File: src/rtl/mdu_pkg.sv
// mdu_pkg: shared encodings, FSM state type and arithmetic helpers for the
// HI/LO multiply/divide unit.
package mdu_pkg;

  // multiply / divide control codes from the main decoder
  localparam logic [1:0] MD_SIGNED   = 2'b11;
  localparam logic [1:0] MD_UNSIGNED = 2'b10;

  // HI_sel / LO_sel source select
  localparam logic [1:0] SEL_RS   = 2'b00;
  localparam logic [1:0] SEL_MUL  = 2'b01;
  localparam logic [1:0] SEL_DIV  = 2'b10;
  localparam logic [1:0] SEL_HOLD = 2'b11;

  // MultoRF read-back codes
  localparam logic [1:0] RF_HI = 2'd2;
  localparam logic [1:0] RF_LO = 2'd3;

  localparam int DIV_ITERS = 32;

  typedef enum logic [1:0] {
    ST_IDLE = 2'd0,
    ST_MUL  = 2'd1,
    ST_DIV  = 2'd2,
    ST_FIX  = 2'd3
  } mdu_state_e;

  // Magnitude of x when treated as signed; 0x80000000 maps to itself,
  // which is the correct unsigned magnitude.
  function automatic logic [31:0] mag(input logic [31:0] x, input logic sgn);
    return (sgn && x[31]) ? (~x + 32'd1) : x;
  endfunction

  // Full 64-bit product; sign-extending both operands to 64 bits makes the
  // truncated 64x64 product correct for both signed and unsigned inputs.
  function automatic logic [63:0] mul64(input logic [31:0] a, input logic [31:0] b,
                                        input logic sgn);
    logic [63:0] ax;
    logic [63:0] bx;
    ax = {{32{sgn & a[31]}}, a};
    bx = {{32{sgn & b[31]}}, b};
    return ax * bx;
  endfunction

endpackage

File: src/rtl/mdu_divider.sv
// mdu_divider: iterative unsigned 32-bit radix-2 restoring divider.
//   clk, rst_n : clock, async active-low reset
//   start      : load a/b; the first quotient bit is resolved on this edge
//   a, b       : dividend, divisor (unsigned magnitudes)
//   quo, rem   : quotient and remainder, valid from the cycle done is high
//   done       : one-cycle pulse, DIV_ITERS-1 cycles after the start cycle
module mdu_divider
  import mdu_pkg::*;
(
  input  logic        clk,
  input  logic        rst_n,
  input  logic        start,
  input  logic [31:0] a,
  input  logic [31:0] b,
  output logic [31:0] quo,
  output logic [31:0] rem,
  output logic        done
);

  localparam int CW = $clog2(DIV_ITERS);

  logic [31:0]   rem_q;
  logic [31:0]   quo_q;
  logic [31:0]   div_q;
  logic [CW-1:0] cnt_q;

  // One restoring step: shift the next dividend bit into the partial
  // remainder, subtract the divisor, keep the difference if no borrow.
  function automatic logic [63:0] div_step(input logic [31:0] r, input logic [31:0] q,
                                           input logic [31:0] d);
    logic [32:0] sh;
    logic [32:0] diff;
    sh   = {r, q[31]};
    diff = sh - {1'b0, d};
    if (!diff[32]) return {diff[31:0], q[30:0], 1'b1};
    else           return {sh[31:0], q[30:0], 1'b0};
  endfunction

  always_ff @(posedge clk or negedge rst_n) begin
    if (!rst_n) begin
      rem_q <= '0;
      quo_q <= '0;
      div_q <= '0;
      cnt_q <= '0;
      done  <= 1'b0;
    end else begin
      done <= 1'b0;
      if (start) begin
        {rem_q, quo_q} <= div_step(32'd0, a, b);
        div_q          <= b;
        cnt_q          <= CW'(DIV_ITERS - 1);
      end else if (cnt_q != '0) begin
        {rem_q, quo_q} <= div_step(rem_q, quo_q, div_q);
        cnt_q          <= cnt_q - 1'b1;
        done           <= (cnt_q == CW'(1));
      end
    end
  end

  assign quo = quo_q;
  assign rem = rem_q;

endmodule

File: src/rtl/mdu_hilo.sv
// mdu_hilo: multi-cycle multiply/divide unit owning the HI/LO registers.
//   clk, rst_n        : clock, async active-low reset
//   valid, kill       : live execute-stage instruction, flush
//   multiply, divide  : mult/div request codes (1x request, x1 signed)
//   HI_sel, LO_sel    : HI/LO source (rs, mul, div, hold)
//   MultoRF           : mfhi/mflo read-back, only used for stall decode
//   rs_data, rt_data  : operands
//   hi, lo            : HI/LO registers
//   busy, stall, done : op in flight, hazard stall request, result-written pulse
//
// state | meaning
// IDLE  | no op in flight; accepts mult/div/mthi/mtlo
// MUL   | product latency down-count
// DIV   | divider iterating on operand magnitudes
// FIX   | apply signs / divide-by-zero result, write HI/LO
module mdu_hilo
  import mdu_pkg::*;
#(
  parameter int MUL_LAT = 2,
  parameter int XLEN    = 32  // fixed at 32 for this ISA
) (
  input  logic            clk,
  input  logic            rst_n,
  input  logic            valid,
  input  logic            kill,
  input  logic [1:0]      multiply,
  input  logic [1:0]      divide,
  input  logic [1:0]      HI_sel,
  input  logic [1:0]      LO_sel,
  input  logic [1:0]      MultoRF,
  input  logic [XLEN-1:0] rs_data,
  input  logic [XLEN-1:0] rt_data,
  output logic [XLEN-1:0] hi,
  output logic [XLEN-1:0] lo,
  output logic            busy,
  output logic            stall,
  output logic            done
);

  // MUL is entered with MUL_LAT-2 so the write lands MUL_LAT edges after
  // accept; MUL_LAT=1 writes on the accept edge and never enters MUL.
  localparam logic [1:0] MUL_CNT_INIT = (MUL_LAT > 1) ? 2'(MUL_LAT - 2) : 2'd0;

  mdu_state_e  state_q, state_d;
  logic [31:0] op_a, op_b;
  logic        op_signed;
  logic [1:0]  cnt_q;

  logic        accept, req_mul, req_div, mul_sgn, div_sgn;
  logic [63:0] prod_live, prod_held;
  logic [31:0] div_quo, div_rem;
  logic        div_done;
  logic [31:0] quo_fix, rem_fix;

  assign accept  = valid & ~busy & ~kill;
  assign req_mul = (multiply == MD_SIGNED || multiply == MD_UNSIGNED) &&
                   (HI_sel == SEL_MUL) && (LO_sel == SEL_MUL);
  assign mul_sgn = (multiply == MD_SIGNED);
  assign req_div = (divide == MD_SIGNED || divide == MD_UNSIGNED) &&
                   (HI_sel == SEL_DIV) && (LO_sel == SEL_DIV);
  assign div_sgn = (divide == MD_SIGNED);

  assign prod_live = mul64(rs_data, rt_data, mul_sgn);
  assign prod_held = mul64(op_a, op_b, op_signed);

  mdu_divider u_div (
    .clk   (clk),
    .rst_n (rst_n),
    .start (accept & req_div),
    .a     (mag(rs_data, div_sgn)),
    .b     (mag(rt_data, div_sgn)),
    .quo   (div_quo),
    .rem   (div_rem),
    .done  (div_done)
  );

  // Quotient is negative iff operand signs differ, remainder follows the
  // dividend. Divide-by-zero overrides with all-ones / raw dividend.
  always_comb begin
    quo_fix = (op_signed && (op_a[31] ^ op_b[31])) ? (~div_quo + 32'd1) : div_quo;
    rem_fix = (op_signed && op_a[31]) ? (~div_rem + 32'd1) : div_rem;
    if (op_b == 32'd0) begin
      quo_fix = 32'hFFFF_FFFF;
      rem_fix = op_a;
    end
  end

  always_ff @(posedge clk or negedge rst_n) begin
    if (!rst_n) state_q <= ST_IDLE;
    else        state_q <= state_d;
  end

  always_comb begin
    state_d = state_q;
    case (state_q)
      ST_IDLE: begin
        if (accept && req_mul && (MUL_LAT > 1)) state_d = ST_MUL;
        else if (accept && req_div)             state_d = ST_DIV;
      end
      ST_MUL:  if (kill || cnt_q == 2'd0) state_d = ST_IDLE;
      ST_DIV: begin
        if (kill)          state_d = ST_IDLE;
        else if (div_done) state_d = ST_FIX;
      end
      ST_FIX:  state_d = ST_IDLE;
      default: state_d = ST_IDLE;
    endcase
  end

  always_comb begin
    busy  = (state_q != ST_IDLE);
    stall = valid & busy &
            (multiply[1] | divide[1] | (HI_sel == SEL_RS) | (LO_sel == SEL_RS) |
             (MultoRF == RF_HI) | (MultoRF == RF_LO));
  end

  always_ff @(posedge clk or negedge rst_n) begin
    if (!rst_n) begin
      hi        <= '0;
      lo        <= '0;
      op_a      <= '0;
      op_b      <= '0;
      op_signed <= 1'b0;
      cnt_q     <= '0;
      done      <= 1'b0;
    end else begin
      done <= 1'b0;
      case (state_q)
        ST_IDLE: begin
          if (accept) begin
            if (req_mul) begin
              op_a      <= rs_data;
              op_b      <= rt_data;
              op_signed <= mul_sgn;
              cnt_q     <= MUL_CNT_INIT;
              if (MUL_LAT == 1) begin
                {hi, lo} <= prod_live;
                done     <= 1'b1;
              end
            end else if (req_div) begin
              op_a      <= rs_data;
              op_b      <= rt_data;
              op_signed <= div_sgn;
            end else begin
              if (HI_sel == SEL_RS) hi <= rs_data;
              if (LO_sel == SEL_RS) lo <= rs_data;
            end
          end
        end
        ST_MUL: begin
          if (!kill) begin
            if (cnt_q == 2'd0) begin
              {hi, lo} <= prod_held;
              done     <= 1'b1;
            end else begin
              cnt_q <= cnt_q - 2'd1;
            end
          end
        end
        ST_FIX: begin
          if (!kill) begin
            hi   <= rem_fix;
            lo   <= quo_fix;
            done <= 1'b1;
          end
        end
        default: ;
      endcase
    end
  end

endmodule

File: config.mk
export PLATFORM = sky130hd
export DESIGN_NAME = mdu_hilo
export DESIGN_NICKNAME = d
export VERILOG_FILES = /design/src/rtl/mdu_pkg.sv /design/src/rtl/mdu_divider.sv /design/src/rtl/mdu_hilo.sv
export SDC_FILE = /design/constraint.sdc
export NUM_CORES = 2
export LEC_CHECK = 0
export ABC_AREA = 1
export BUFFER_PORTS_ARGS = -buffer_cell sky130_fd_sc_hd__buf_2
export CORE_UTILIZATION = 32
export CTS_CLUSTER_DIAMETER = 80
export DETAILED_ROUTE_END_ITERATION = 8
export MAX_ROUTING_LAYER = met4
export SLEW_MARGIN = 40
export SYNTH_ARGS = -nofsm -noshare
export SYNTH_HDL_FRONTEND = slang
export SYNTH_SLANG_ARGS = --single-unit
File: constraint.sdc
create_clock -name clk -period 11.1 [get_ports clk]
set_input_delay 0.555 -clock clk [delete_from_list [all_inputs] [get_ports clk]]
set_output_delay 0.555 -clock clk [all_outputs]
set_load 0.02 [all_outputs]
## After elaboration in Yosys (flattened, before gate mapping)

Cells that the tools add are included.

| word-level totals | value |
|---|---|
| flip-flop bits (word level) | 236 |
| bits of input ports | 78 |
| output and inout bits | 67 |
| logic and storage cells | 150 |

| cells by class | value |
|---|---|
| $add $sub $neg | 8 |
| multiply operators | 1 |
| eq/ne operators | 27 |
| mux-type cells | 53 |
| bitwise operators | 19 |
| reduce and logical (&&, ||, !) cells | 29 |

Operator list:

| operator | count |
|---|---|
| $mux W32 | 28 |
| $pmux W32 S3 | 2 |
| $add A32 B1 Y32 const B | 4 |
| $mux W64 | 2 |
| $not A32 Y32 | 4 |
| $mul A33 B33 Y64 | 1 |
| $sub A1 B32 Y33 | 1 |
| $sub A33 B32 Y33 | 1 |
| $logic_not A32 Y1 | 1 |
| $ne A2 B2 Y1 const B | 11 |
| $eq A2 B2 Y1 const B | 10 |
| $mux W2 | 9 |
| $reduce_and A8 Y1 | 2 |
| $logic_and A1 B1 Y1 | 10 |
| $mux W5 | 2 |
| $logic_not A2 Y1 | 4 |
| $pmux W2 S4 | 1 |
| $reduce_bool A2 Y1 | 4 |
| $and A1 B1 Y1 | 7 |
| $mux W1 | 7 |
| $eq A2 B1 Y1 const B | 3 |
| $reduce_and A3 Y1 | 2 |
| $eq A5 B1 Y1 const B | 1 |
| $or A1 B1 Y1 | 5 |
| 12 further kinds | 15 |

## Depth between registers and ports, before layout

| logic depth | value |
|---|---|
| word-level depth | 8 |
| gate-level depth with buffers | 36 |
| depth with buffers taken out | 33 |

## Hierarchy

From an unflattened synthesis, not the netlist that was laid out.

| second synthesis, totals | value |
|---|---|
| cells, all modules | 7841 |
| area total of the unflattened synthesis | 57553.9 um^2 |

Modules (own cells, without submodules):

| module | times used | cells an instance | area each (um^2) | sequential area each (um^2) |
|---|---|---|---|---|
| mdu_hilo | 1 | 6794 | 50390.8 | 3353.2 |
| mdu_divider | 1 | 1047 | 7163.1 | 2552.4 |

## Worst setup path after synthesis

No wires, ideal clock.

| timing | value |
|---|---|
| kind | flip-flop to flip-flop |
| start point | register op_a[31] |
| end point | register hi[31] |
| setup time | 0.113 ns |
| arrival | 7.729 ns |
| required time | 10.987 ns |
| path slack | 3.258 ns |
| stages on the path, launching flop included | 33 |
| path buffers | 3 |
| clock period less this slack | 7.842 ns |
| cells stage by stage | dfrtp_1 > clkbuf_1 > nand2_1 > clkbuf_1 > buf_1 > nor2_1 > fa_1 > inv_1 > fa_1 > inv_1 > fa_1 > inv_1 > fa_1 > fa_1 > inv_1 > fa_1 > inv_1 > fa_1 > fa_1 > inv_1 > ha_1 > nand2_1 > nor3_1 > nand2_1 > nor2_1 > and3_1 > nand2_1 > nand4_1 > nand3_1 > nand3_1 > nand3_1 > nand2_1 > inv_1 |

| between the ends | value |
|---|---|
| word-level cells in the longest chain between the ends | 5 |
| elaborated cells on any way between the ends | 9 |
| classes of those cells | 1 x mul; 6 x mux; 1 x bitwise; 1 x reduce/logical |

RTL lines:

| element | RTL line | source |
|---|---|---|
| from (decl) | mdu_hilo.sv:45 | `logic [31:0] op_a, op_b;` |
| from (signal assigned) | mdu_hilo.sv:132 | `op_a <= rs_data;` |
| from (signal assigned) | mdu_hilo.sv:141 | `op_a <= rs_data;` |
| $and A1 B1 Y1 / $logic_and A1 B1 Y1 (equally long branches) | mdu_pkg.sv:40, mdu_hilo.sv:81 |  |
| $mul A33 B33 Y64 / $mux W32 (equally long branches) | mdu_pkg.sv:42, mdu_hilo.sv:81 |  |
| $mux W32 (on tied branches) | mdu_hilo.sv:152, mdu_hilo.sv:82 |  |
| $mux W32 (on tied branches) | mdu_hilo.sv:151, mdu_hilo.sv:161 |  |
| $pmux W32 S3 (*) | mdu_hilo.sv:128 | `case (state_q)` |
| to (signal assigned) | mdu_hilo.sv:137 | `{hi, lo} <= prod_live;` |
| to (signal assigned) | mdu_hilo.sv:153 | `{hi, lo} <= prod_held;` |
| to (signal assigned) | mdu_hilo.sv:162 | `hi <= rem_fix;` |
| to (decl) | mdu_hilo.sv:33 | `output logic [XLEN-1:0] hi,` |

Mark *: on every way between the ends. The rest lies on a longest branch, timed or not. The select of a mux whose other input is x is not followed.
A chain may end at the register's enable or synchronous reset.

## Final worst setup path

| timing | value |
|---|---|
| start point | register op_signed |
| end point | register hi[27] |

| between the ends | value |
|---|---|
| word-level cells in the longest chain between the ends | 5 |
| elaborated cells on any way between the ends | 10 |
| classes of those cells | 1 x mul; 6 x mux; 2 x bitwise; 1 x reduce/logical |

RTL lines:

| element | RTL line | source |
|---|---|---|
| from (decl) | mdu_hilo.sv:46 | `logic op_signed;` |
| from (signal assigned) | mdu_hilo.sv:134 | `op_signed <= mul_sgn;` |
| from (signal assigned) | mdu_hilo.sv:143 | `op_signed <= div_sgn;` |
| $and A1 B1 Y1, or another cell as far along | mdu_pkg.sv:40 | `ax = {{32{sgn & a[31]}}, a};` |
| $mul A33 B33 Y64 / $mux W32 (equally long branches) | mdu_pkg.sv:42, mdu_hilo.sv:81 |  |
| $mux W32 (on tied branches) | mdu_hilo.sv:152, mdu_hilo.sv:82 |  |
| $mux W32 (on tied branches) | mdu_hilo.sv:151, mdu_hilo.sv:161 |  |
| $pmux W32 S3 (*) | mdu_hilo.sv:128 |  |

Marks and branches as above.

==> results.toml <==
[global_route]
grt_max_degree = 83
grt_pass1_vias = 51000
grt_pass1_wl_um = 311000
overflow = 0
grtUsageTotal_pct = 23.4
antenna_found_initial = 25

[sta]
skew_ps = 30.7
tns_ps = 0
drv_slew = 0
setup_viol = 0
finalHoldViolCount = 0
post-route-min-period_ps = 8950
fin_ws_ps = 2150
relSlewSlack_pct = 39.1
worst_pin_slew_ps = 904
holdWs_ps = 253
rsz0062_at_grt = "no"
fmax_mhz = 112
finalCritPeriodShare_pct = 80.6

[yosys]
syn_area_um2 = 56500
syn_avg_cell_area_um2 = 7.53
synth-edff-count = 0
synth_ff_type = "dfrtp_1"
synth_cells = 7511
synth_seq_cells = 236
postSynth.asyncResetShare_pct = 100
seq_area_frac_synth_pct = 10.4
ys_warn_count = 0
synth_cell_types = 51
syn-num-nets = 8970

[drt]
wl_per_cell_um = 20.6
viasPerCell = 4.98
wl_met2_um = 95900
wl_met3_um = 11900
maxUsedRoutingLayer = "met4"
wl_um = 201000
wl_met1_um = 82800
drt-initial-drc-count = 3694
route.detailed.drc = 0
ant_nets = 0
dr_total_vias = 48700
drt_first_pass_iters = 8

[floorplan]
rows = 153
die_y_um = 422
dieArea_um2 = 178000
coreArea_um2 = 175000
io_pins = 145
initial_utilization_pct = 32.4
die-width_um = 422

[clock_tree]
cts_max_level = 1
clkTransAtPathRegs_ps = 70
post_cts.repair.setup_buffers = 0
cts_root_buf = "clkbuf_16"
clock_latency_ps = 620
cts.sinks = 236
ctsLongestPathBuffers = 3
cts_tree = "built"
cts_buffers = 28

[critical_path]
criticalPathCategory = "flip-flop to flip-flop"
cp_max_fo = 15
r2r_start = "op_signed"
critPathArrivalTime_ps = 9520
reg2regPathDepth = 28
max_stage_delay_ps = 970
cp.required_ps = 11670
ff2ff_setup_slack_ps = 2150
cp-startpoint = "op_signed"
cp_slowest_cell = "fa_1"
critPathCaptureType = "flip-flop"
cp-start-kind = "flip-flop"
r2r_end = "hi[27]"
cp-endpoint = "hi[27]"

[cells_and_area]
layout_commonest_cell = "inv_1"
syn2layout_area_growth_pct = 7.09
nets = 8879
layout_common_cells = "inv_1, nand2_1, fa_1"
drive_gt1_share_pct = 5.20
fin_area_um2 = 60600

[run]
max-cap-violations = 0

[run_status]
status = "finished, final reports clean"

[placement]
dpl_cell_area_um2 = 59500
hpwl_um = 167000
place_ws_ps = 2270
port_buffers = 143
globalplace.congestion = 0.975

[hold_path]
worstHoldStart = "rs_data[0]"
hold_path.class = "primary input to flip-flop"
stage by stage:
step | std cells | utilization [%]
after floorplan | 7511 | -
after global placement | 9713 | 34.0
after detailed placement | 9713 | 34.0
after CTS | 9765 | 34.6
after global routing | 9773 | 34.6
final | 9776 | 34.6
critical path: cells and delay by family (launching register included):
| kind | cells | cell delay, ps |
|---|---|---|
| AO/OA/AOI/OAI | 4 | 980 |
| AND/OR/NAND/NOR | 7 | 1410 |
| adder cells (fa/ha/maj) | 9 | 4890 |
| flip-flops | 1 | 400 |
| buffers and inverters | 8 | 1190 |
worst min-delay path by stage:
stage / cells past startpoint / to
6_report: 3 / op_a[0]
5_1_grt: 3 / op_b[20]
4_1_cts: 3 / op_b[20]
3_5_place_dp: 2 / op_b[14]
3_3_place_gp: 2 / op_b[14]
2_1_floorplan: 0 / cnt_q[0]
sequential cells by signal, summed over array words and instances (netlist names):
name / flops
hi: 32
lo: 32
op_a: 32
op_b: 32
u_div.div_q: 32
u_div.quo: 32
u_div.rem: 32
u_div.cnt_q: 5
cnt_q: 2
state_q: 2
done: 1
op_signed: 1
u_div.done: 1
synth_stat cells, types with 14 or more instances:
cell / number / area share, %
dfrtp_1: 236 / 10
xnor2_1: 30 / 0.46
nand3_1: 240 / 2.1
inv_1: 1915 / 13
nor2_1: 480 / 3.2
xor2_1: 39 / 0.60
a21oi_1: 230 / 2.0
nor4_1: 22 / 0.24
nor3_1: 57 / 0.50
o211ai_1: 30 / 0.40
a31oi_1: 36 / 0.40
buf_2: 23 / 0.20
nor2_2: 17 / 0.19
nand4_1: 60 / 0.66
o221ai_1: 33 / 0.51
o21ai_0: 340 / 3.0
clkbuf_1: 320 / 2.1
nand3b_1: 14 / 0.19
ha_1: 255 / 5.6
o21bai_1: 21 / 0.28
nand2_1: 1818 / 12
fa_1: 1126 / 40
or2_2: 21 / 0.23
layout make-up:
cell class,count,area [um2]
diodes,10,25.0
clock buffers,40,796
clock inverters,11,194
fillers,18500,114000
inverters,1929,7240
multi-input cells,4985,42000
flip-flops and latches,236,5920
well taps,2325,2910
repair buffers,240,1470
metal layers:
metal	track usage (%)	up-vias
met5	-	-
met3	1.94	438
met1	29.6	24500
met4	10.2	0
li1	-	21900
met2	38.4	1801
cell families after synthesis:
kind of cell / after synthesis / synth area share (%)
compound gates: 767 / 7.64
xor+xnor: 69 / 1.07
fa+ha+maj: 1381 / 45.5
buf+inv: 2290 / 15.3
flops: 236 / 10.4
simple gates: 2768 / 20.0
repair_timing:
item / CTS / global route
hold endpoints to repair: 74 / 0
hold buffers: 1 / 0
resized for setup: 0 / 0
Power is not shown: default switching activity piles up to over one toggle a cycle in this logic, so the estimate is an artifact.
